==> config.mk <==
export PLATFORM = sky130hd
export DESIGN_NAME = npc_mem_arbiter
export DESIGN_NICKNAME = d
export VERILOG_FILES = /design/src/rtl/npc_mem_arbiter.sv
export SDC_FILE = /design/constraint.sdc
export NUM_CORES = 1
export LEC_CHECK = 0
export CAP_MARGIN = 20
export CORE_MARGIN = 4
export CORE_UTILIZATION = 44
export DETAILED_ROUTE_END_ITERATION = 10
export GPL_ROUTABILITY_DRIVEN = 1
export PLACE_DENSITY_LB_ADDON = 0.12
export SETUP_SLACK_MARGIN = 0.2
export SYNTH_ARGS = -nofsm -noshare
export SYNTH_HDL_FRONTEND = slang
export SYNTH_SLANG_ARGS = --single-unit
==> constraint.sdc <==
create_clock -name clock -period 4.5 [get_ports clock]
set_input_delay 1.125 -clock clock [delete_from_list [all_inputs] [get_ports clock]]
set_output_delay 1.125 -clock clock [all_outputs]
set_load 0.01 [all_outputs]
==> src/rtl/npc_mem_arbiter.sv <==
// npc_mem_arbiter: round-robin sharing of the NPC memory port
// between IFU and LSU, one transaction in flight, with a watchdog.
module npc_mem_arbiter #(
   parameter int ADDR_W  = 32,
   parameter int DATA_W  = 32,
   parameter int TIMEOUT = 1024
) (
   input  logic                clock,
   input  logic                reset,
   input  logic                io_ifu_req_valid,
   output logic                io_ifu_req_ready,
   input  logic [ADDR_W-1:0]   io_ifu_req_addr,
   output logic                io_ifu_resp_valid,
   output logic [DATA_W-1:0]   io_ifu_resp_data,
   output logic                io_ifu_resp_err,
   input  logic                io_lsu_req_valid,
   output logic                io_lsu_req_ready,
   input  logic [ADDR_W-1:0]   io_lsu_req_addr,
   input  logic                io_lsu_req_wen,
   input  logic [DATA_W-1:0]   io_lsu_req_wdata,
   input  logic [DATA_W/8-1:0] io_lsu_req_wmask,
   output logic                io_lsu_resp_valid,
   output logic [DATA_W-1:0]   io_lsu_resp_data,
   output logic                io_lsu_resp_err,
   output logic                io_mem_req_valid,
   input  logic                io_mem_req_ready,
   output logic [ADDR_W-1:0]   io_mem_addr,
   output logic                io_mem_wen,
   output logic [DATA_W-1:0]   io_mem_wdata,
   output logic [DATA_W/8-1:0] io_mem_wmask,
   input  logic                io_mem_resp_valid,
   input  logic [DATA_W-1:0]   io_mem_resp_data,
   output logic                io_spurious
);

   localparam int CW = (TIMEOUT > 0) ? $clog2(TIMEOUT + 1) : 1;
   localparam logic [CW-1:0] C_LIM = (TIMEOUT > 0) ? CW'(TIMEOUT - 1) : '0;
   localparam logic [CW-1:0] C_MAX = '1;

   typedef enum logic [1:0] {
      S_IDLE,
      S_REQ,
      S_WAIT
   } state_t;

   state_t                r_state;
   state_t                w_next;
   logic                  r_last_lsu;
   logic                  r_own_lsu;
   logic [ADDR_W-1:0]     r_addr;
   logic                  r_wen;
   logic [DATA_W-1:0]     r_wdata;
   logic [DATA_W/8-1:0]   r_wmask;
   logic [CW-1:0]         r_cnt;
   logic                  r_ifu_resp_valid;
   logic [DATA_W-1:0]     r_ifu_resp_data;
   logic                  r_ifu_resp_err;
   logic                  r_lsu_resp_valid;
   logic [DATA_W-1:0]     r_lsu_resp_data;
   logic                  r_lsu_resp_err;
   logic                  r_spurious;
   logic                  w_ifu_win;
   logic                  w_lsu_win;
   logic                  w_mem_req_valid;
   logic                  w_tout;
   logic                  w_done;

   // a real response in the same cycle pre-empts the watchdog
   assign w_tout = (TIMEOUT > 0) && (r_state == S_WAIT)
                   && !io_mem_resp_valid && (r_cnt == C_LIM);
   assign w_done = (r_state == S_WAIT) && (io_mem_resp_valid || w_tout);

   // state register
   always_ff @(posedge clock) begin
      if (reset) r_state <= S_IDLE;
      else       r_state <= w_next;
   end

   // next state, grant and memory request strobe
   always_comb begin
      w_next          = r_state;
      w_ifu_win       = 1'b0;
      w_lsu_win       = 1'b0;
      w_mem_req_valid = 1'b0;
      unique case (r_state)
         S_IDLE: begin
            w_ifu_win = io_ifu_req_valid && (!io_lsu_req_valid || r_last_lsu);
            w_lsu_win = io_lsu_req_valid && (!io_ifu_req_valid || !r_last_lsu);
            if (w_ifu_win || w_lsu_win) w_next = S_REQ;
         end
         S_REQ: begin
            w_mem_req_valid = 1'b1;
            if (io_mem_req_ready) w_next = S_WAIT;
         end
         S_WAIT: begin
            if (w_done) w_next = S_IDLE;
         end
         default: w_next = S_IDLE;
      endcase
   end

   // capture the winning request; fetches never write
   always_ff @(posedge clock) begin
      if (reset) begin
         r_last_lsu <= 1'b1;
         r_own_lsu  <= 1'b0;
         r_addr     <= '0;
         r_wen      <= 1'b0;
         r_wdata    <= '0;
         r_wmask    <= '0;
      end else if (w_ifu_win) begin
         r_last_lsu <= 1'b0;
         r_own_lsu  <= 1'b0;
         r_addr     <= io_ifu_req_addr;
         r_wen      <= 1'b0;
         r_wdata    <= '0;
         r_wmask    <= '0;
      end else if (w_lsu_win) begin
         r_last_lsu <= 1'b1;
         r_own_lsu  <= 1'b1;
         r_addr     <= io_lsu_req_addr;
         r_wen      <= io_lsu_req_wen;
         r_wdata    <= io_lsu_req_wdata;
         r_wmask    <= io_lsu_req_wmask;
      end
   end

   // watchdog: cleared at the handshake, saturating count in WAIT
   always_ff @(posedge clock) begin
      if (reset) begin
         r_cnt <= '0;
      end else if (r_state == S_REQ && io_mem_req_ready) begin
         r_cnt <= '0;
      end else if (r_state == S_WAIT && r_cnt != C_MAX) begin
         r_cnt <= r_cnt + 1'b1;
      end
   end

   // route the response (or watchdog error) to the owner as a pulse
   always_ff @(posedge clock) begin
      if (reset) begin
         r_ifu_resp_valid <= 1'b0;
         r_ifu_resp_data  <= '0;
         r_ifu_resp_err   <= 1'b0;
         r_lsu_resp_valid <= 1'b0;
         r_lsu_resp_data  <= '0;
         r_lsu_resp_err   <= 1'b0;
      end else begin
         r_ifu_resp_valid <= 1'b0;
         r_lsu_resp_valid <= 1'b0;
         if (w_done && r_own_lsu) begin
            r_lsu_resp_valid <= 1'b1;
            r_lsu_resp_data  <= io_mem_resp_valid ? io_mem_resp_data : '0;
            r_lsu_resp_err   <= !io_mem_resp_valid;
         end else if (w_done) begin
            r_ifu_resp_valid <= 1'b1;
            r_ifu_resp_data  <= io_mem_resp_valid ? io_mem_resp_data : '0;
            r_ifu_resp_err   <= !io_mem_resp_valid;
         end
      end
   end

   // sticky flag for memory responses nobody asked for
   always_ff @(posedge clock) begin
      if (reset) begin
         r_spurious <= 1'b0;
      end else if (io_mem_resp_valid && r_state != S_WAIT) begin
         r_spurious <= 1'b1;
      end
   end

   assign io_ifu_req_ready  = w_ifu_win;
   assign io_lsu_req_ready  = w_lsu_win;
   assign io_mem_req_valid  = w_mem_req_valid;
   assign io_mem_addr       = r_addr;
   assign io_mem_wen        = r_wen;
   assign io_mem_wdata      = r_wdata;
   assign io_mem_wmask      = r_wmask;
   assign io_ifu_resp_valid = r_ifu_resp_valid;
   assign io_ifu_resp_data  = r_ifu_resp_data;
   assign io_ifu_resp_err   = r_ifu_resp_err;
   assign io_lsu_resp_valid = r_lsu_resp_valid;
   assign io_lsu_resp_data  = r_lsu_resp_data;
   assign io_lsu_resp_err   = r_lsu_resp_err;
   assign io_spurious       = r_spurious;

endmodule

After elaboration in Yosys (flattened, before gate mapping)

Index checks and enable logic that the tools add are counted.

Register bits after elaboration: 153
Input bits: 139
Output and inout bits: 141
Word-level logic and storage cells: 63

Add/subtract/negate cells: 1
Eq/ne operators: 8
Mux-type cells: 14
Bitwise operators: 1
Reduce and logical (&&, ||, !) cells: 24

Operator list:

| kind                  | number |
|---|---|
| $mux 32               | 3 |
| $add 11x1->11 const B | 1 |
| $eq 11x10->1 const B  | 1 |
| $ne 11x11->1 const B  | 1 |
| $logic_and 1x1->1     | 9 |
| $ne 2x2->1 const B    | 4 |
| $mux 1                | 7 |
| $mux 2                | 3 |
| $pmux 2 s3            | 1 |
| $reduce_or 2->1       | 3 |
| $logic_not 1->1       | 4 |
| $logic_or 1x1->1      | 4 |
| $reduce_and 3->1      | 1 |
| $eq 2x1->1 const B    | 1 |
| $eq 2x2->1 const B    | 1 |
| $logic_not 2->1       | 1 |
| $reduce_and 2->1      | 1 |
| $reduce_bool 2->1     | 1 |
| $not 1->1             | 1 |

Logic depth before layout (Yosys ltp)

Word-level depth: 8
Gate-level depth with buffers: 7
Gate-level depth less buffers: 5

Worst setup path before layout

Ideal clock, no wire load.

Path kind: input to output
From: input io_lsu_req_valid
To: output io_ifu_req_ready
Arrival: 1.689 ns
Required time: 3.375 ns
Slack: 1.686 ns
Stages: 4
Path buffers: 1
Path through: nand2b_1 > nand3_2 > buf_2 > inv_1

Longest elaborated chain between the ends: 4

Ends and longest elaborated chain:

| what               | RTL line | text |
|---|---|---|
| start: declaration | 16       | `input logic io_lsu_req_valid,` |
| $logic_not 1->1    | 87       | `w_ifu_win = io_ifu_req_valid && (!io_lsu_req_valid \|\| r_last_lsu);` |
| $logic_or 1x1->1   | 87       |  |
| $logic_and 1x1->1  | 87       |  |
| $mux 1             | 85       | `unique case (r_state)` |
| end: declaration   | 11       | `output logic io_ifu_req_ready,` |

No other way between the ends.

Worst setup path after layout

Same ends and word-level chain as after synthesis.

==> metrics <==
outcome=finished clean; setup TNS=0 ns; Highest Clock Rate=276.3 MHz; final hold violations=0; layout cells sized above 1=5.515%; PostCTS Resize Cnt=0; DP Area=0.008680 mm^2; multi-input logic area=0.002521 mm^2; fin cells=1,133; FP Rows=41; Util after Layout=72.22%; Total GRT Usage=22.89%; crit path capture type=primary output; crit path DAT=2.49 ns; most common cell after layout, fill and taps aside=clkdlybuf4s50_1; Tcrit/Tclk final=80.44%; Via Count=5,835; Worst IR Drop VDD=218.3 uV; FF/Latch Area=0.003063 mm^2; Post-Syn Area=0.005846 mm^2; largest net degree at the start of global routing=66; I/O Buffers=279; Worst R2R Path Depth=6; syn nets=834; Worst Setup EP=io_ifu_req_ready; worst hold path type=reg -> reg; Total Routed Length=18.11 mm; fin area=0.009263 mm^2; Power, Total=3.292 mW; vias in the first global route=5,539; EDFF count, synth=0; first-pass GRT wire length=27.26 mm; Reg clk slew, reported paths=0.06 ns; Starting DRT DRC Count=413; Fill cells=964; crit path time final=3.620 ns; clock sink count=153; clock skew=0.007673 ns; CP Launch Type=input port; reg-to-reg endpoint=io_lsu_resp_data[18]$_SDFFE_PP0P_; DRC=0; Placer Congestion=0.8026; worst-case clock buffer depth=2; sequential share of the synthesized area=52.40%; Initial Utilization=45.58%; syn_area_per_cell=8.423 um^2; RSZ-0062 raised after global routing=false; H-tree depth=4; Worst-Skew Late Latency=0.41 ns; FFs w/ async S/R, synth=0%; Slew @ Worst Pin=0.8294 ns; DR pass1 iterations=5; I/O pins=280; Layout area overhead=58.45%; DIE AREA=0.01519 mm^2; Post-CTS Setup Bufs=0; R2R setup slack=2.36 ns; CP Max Fanout=4; area of the core=0.01282 mm^2; endpoints failing setup=0; reg2reg start=r_cnt[0]$_SDFFE_PP0P_; Power Density=355.4 mW/mm^2; Netlist cell types=37; Setup crit start=io_lsu_req_valid; initial antenna violation count=0; CTS tree=done; CTS Root Cell=clkbuf_16; Chip Height=123.3 um; CTS buffer count=17; synth top area cells=dfxtp_1, a21oi_1, nand2_1, mux2i_1, a211oi_1; top cell type by total area after synthesis=dfxtp_1; Slew Limit Fails=0; Final nets=1,088; Hold-fix buffers, CTS=0; Static Leak=3.364 nW; ANT cells=0; antenna violation net count after detailed routing=0; Yosys top cell area share=52.40%; Yosys reg bits=153; per-cell routed wire length=15.98 um; via/cell ratio=5.150; Mapped Cells=694; MaxCap Viol Count=0; hpwl dp=13.12 mm; max_slew headroom=44.71%; GR Overflow Total=0; Die Wd=123.3 um; CP Class=in -> out; Inst Count DP=1,099; Synth Warn #=0; most frequent cells in the layout=clkdlybuf4s50_1, dfxtp_1, nand2_1, a21oi_1, nor2_1; dominant synthesized flop cell=dfxtp_1; Crit path required time=3.38 ns
## per-stage QoR
| stage | worst slack [ns] | hold WS, ns |
|---|---|---|
| 6_report | 0.8802 | 0.4564 |
| 5_1_grt | 0.7964 | 0.4769 |
| 4_1_cts | 0.8544 | 0.4569 |
| 3_5_place_dp | 0.8525 | 0.4489 |
| 3_3_place_gp | 0.8643 | 0.4412 |
| 2_1_floorplan | 1.686 | 0.4494 |
## registers in the layout, summed over array words and instances, names as in the netlist
signal,count
io_ifu_resp_valid,1
io_mem_wen,1
io_lsu_resp_data,32
io_mem_addr,32
r_own_lsu,1
io_mem_wdata,32
r_cnt,11
io_ifu_resp_data,32
r_last_lsu,1
r_state,2
io_lsu_resp_valid,1
io_mem_wmask,4
io_ifu_resp_err,1
io_spurious,1
io_lsu_resp_err,1
## where the power goes
part           switching [mW]  internal (mW)  total (mW)
logic                   0.232          0.281       0.513
clock network           0.544          0.785        1.33
registers              0.0338           1.42        1.45
total                   0.810           2.48        3.29
## worst max-delay path, cell delays in order
cell	delay [ns]
clkdlybuf4s50_1	0.46
nand2b_1	0.11
nand3_2	0.09
inv_1	0.07
clkdlybuf4s50_1	0.64
## layer usage
layer	share of wire (%)	vias to the layer above	track usage [%]	wire, um
li1	-	2898	-	-
met1	39	2657	26.10	7021
met2	48	248	38.19	8769
met3	10	32	8.737	1824
met4	2.7	0	10.03	491
met5	0	-	0	0
## how the worst min path moves through the flow
stage / startpoint / endpoint / slack, ns / cells past startpoint
after floorplan: r_cnt[10]$_SDFFE_PP0P_ / r_cnt[10]$_SDFFE_PP0P_ / 0.45 / 2
after global placement: io_mem_wmask[1]$_SDFFE_PP0P_ / io_mem_wmask[1]$_SDFFE_PP0P_ / 0.44 / 2
after global routing: io_mem_wdata[8]$_SDFFE_PP0P_ / io_mem_wdata[8]$_SDFFE_PP0P_ / 0.48 / 2
final: io_mem_wdata[6]$_SDFFE_PP0P_ / io_mem_wdata[6]$_SDFFE_PP0P_ / 0.46 / 2
after CTS: io_mem_wdata[6]$_SDFFE_PP0P_ / io_mem_wdata[6]$_SDFFE_PP0P_ / 0.46 / 2
after detailed placement: io_mem_wdata[6]$_SDFFE_PP0P_ / io_mem_wdata[6]$_SDFFE_PP0P_ / 0.45 / 2
## logic make-up (layout without fill, tap and decap cells)
| family | Yosys count | in the layout | synth area share [%] |
|---|---|---|---|
| AND/OR/NAND/NOR | 224 | 224 | 16.07 |
| AO/OA/AOI/OAI | 221 | 221 | 20.80 |
| flip-flops | 153 | 153 | 52.40 |
| buffers and inverters | 60 | 327 | 4.559 |
| multiplexers | 33 | 33 | 5.651 |
| XOR/XNOR | 2 | 2 | 0.2997 |
| adder cells (fa/ha/maj) | 1 | 1 | 0.2140 |
## cell usage after synthesis (2+ instances only)
cell / n
or3_1: 2
inv_1: 4
mux2i_1: 33
nor3_1: 7
o31ai_1: 4
xor2_1: 2
dfxtp_1: 153
o21ai_1: 30
a21oi_1: 111
nand3b_1: 2
buf_2: 18
nor2_1: 46
clkbuf_1: 30
buf_1: 3
o21ai_0: 36
a211oi_1: 32
nand2_1: 143
or4_1: 3
or2_2: 2
nand2b_1: 3
a31oi_1: 4
nand3_1: 7
buf_4: 5
## cell type report
| type | count | share of cell area (%) |
|---|---|---|
| flip-flops and latches | 153 | 33.07 |
| clock buffers | 20 | 4.930 |
| well taps | 172 | 2.323 |
| inverters | 4 | 0.1621 |
| repair buffers | 291 | 31.20 |
| multi-input cells | 481 | 27.22 |
| clock inverters | 12 | 1.094 |
Power figures use the tool's default switching activity.
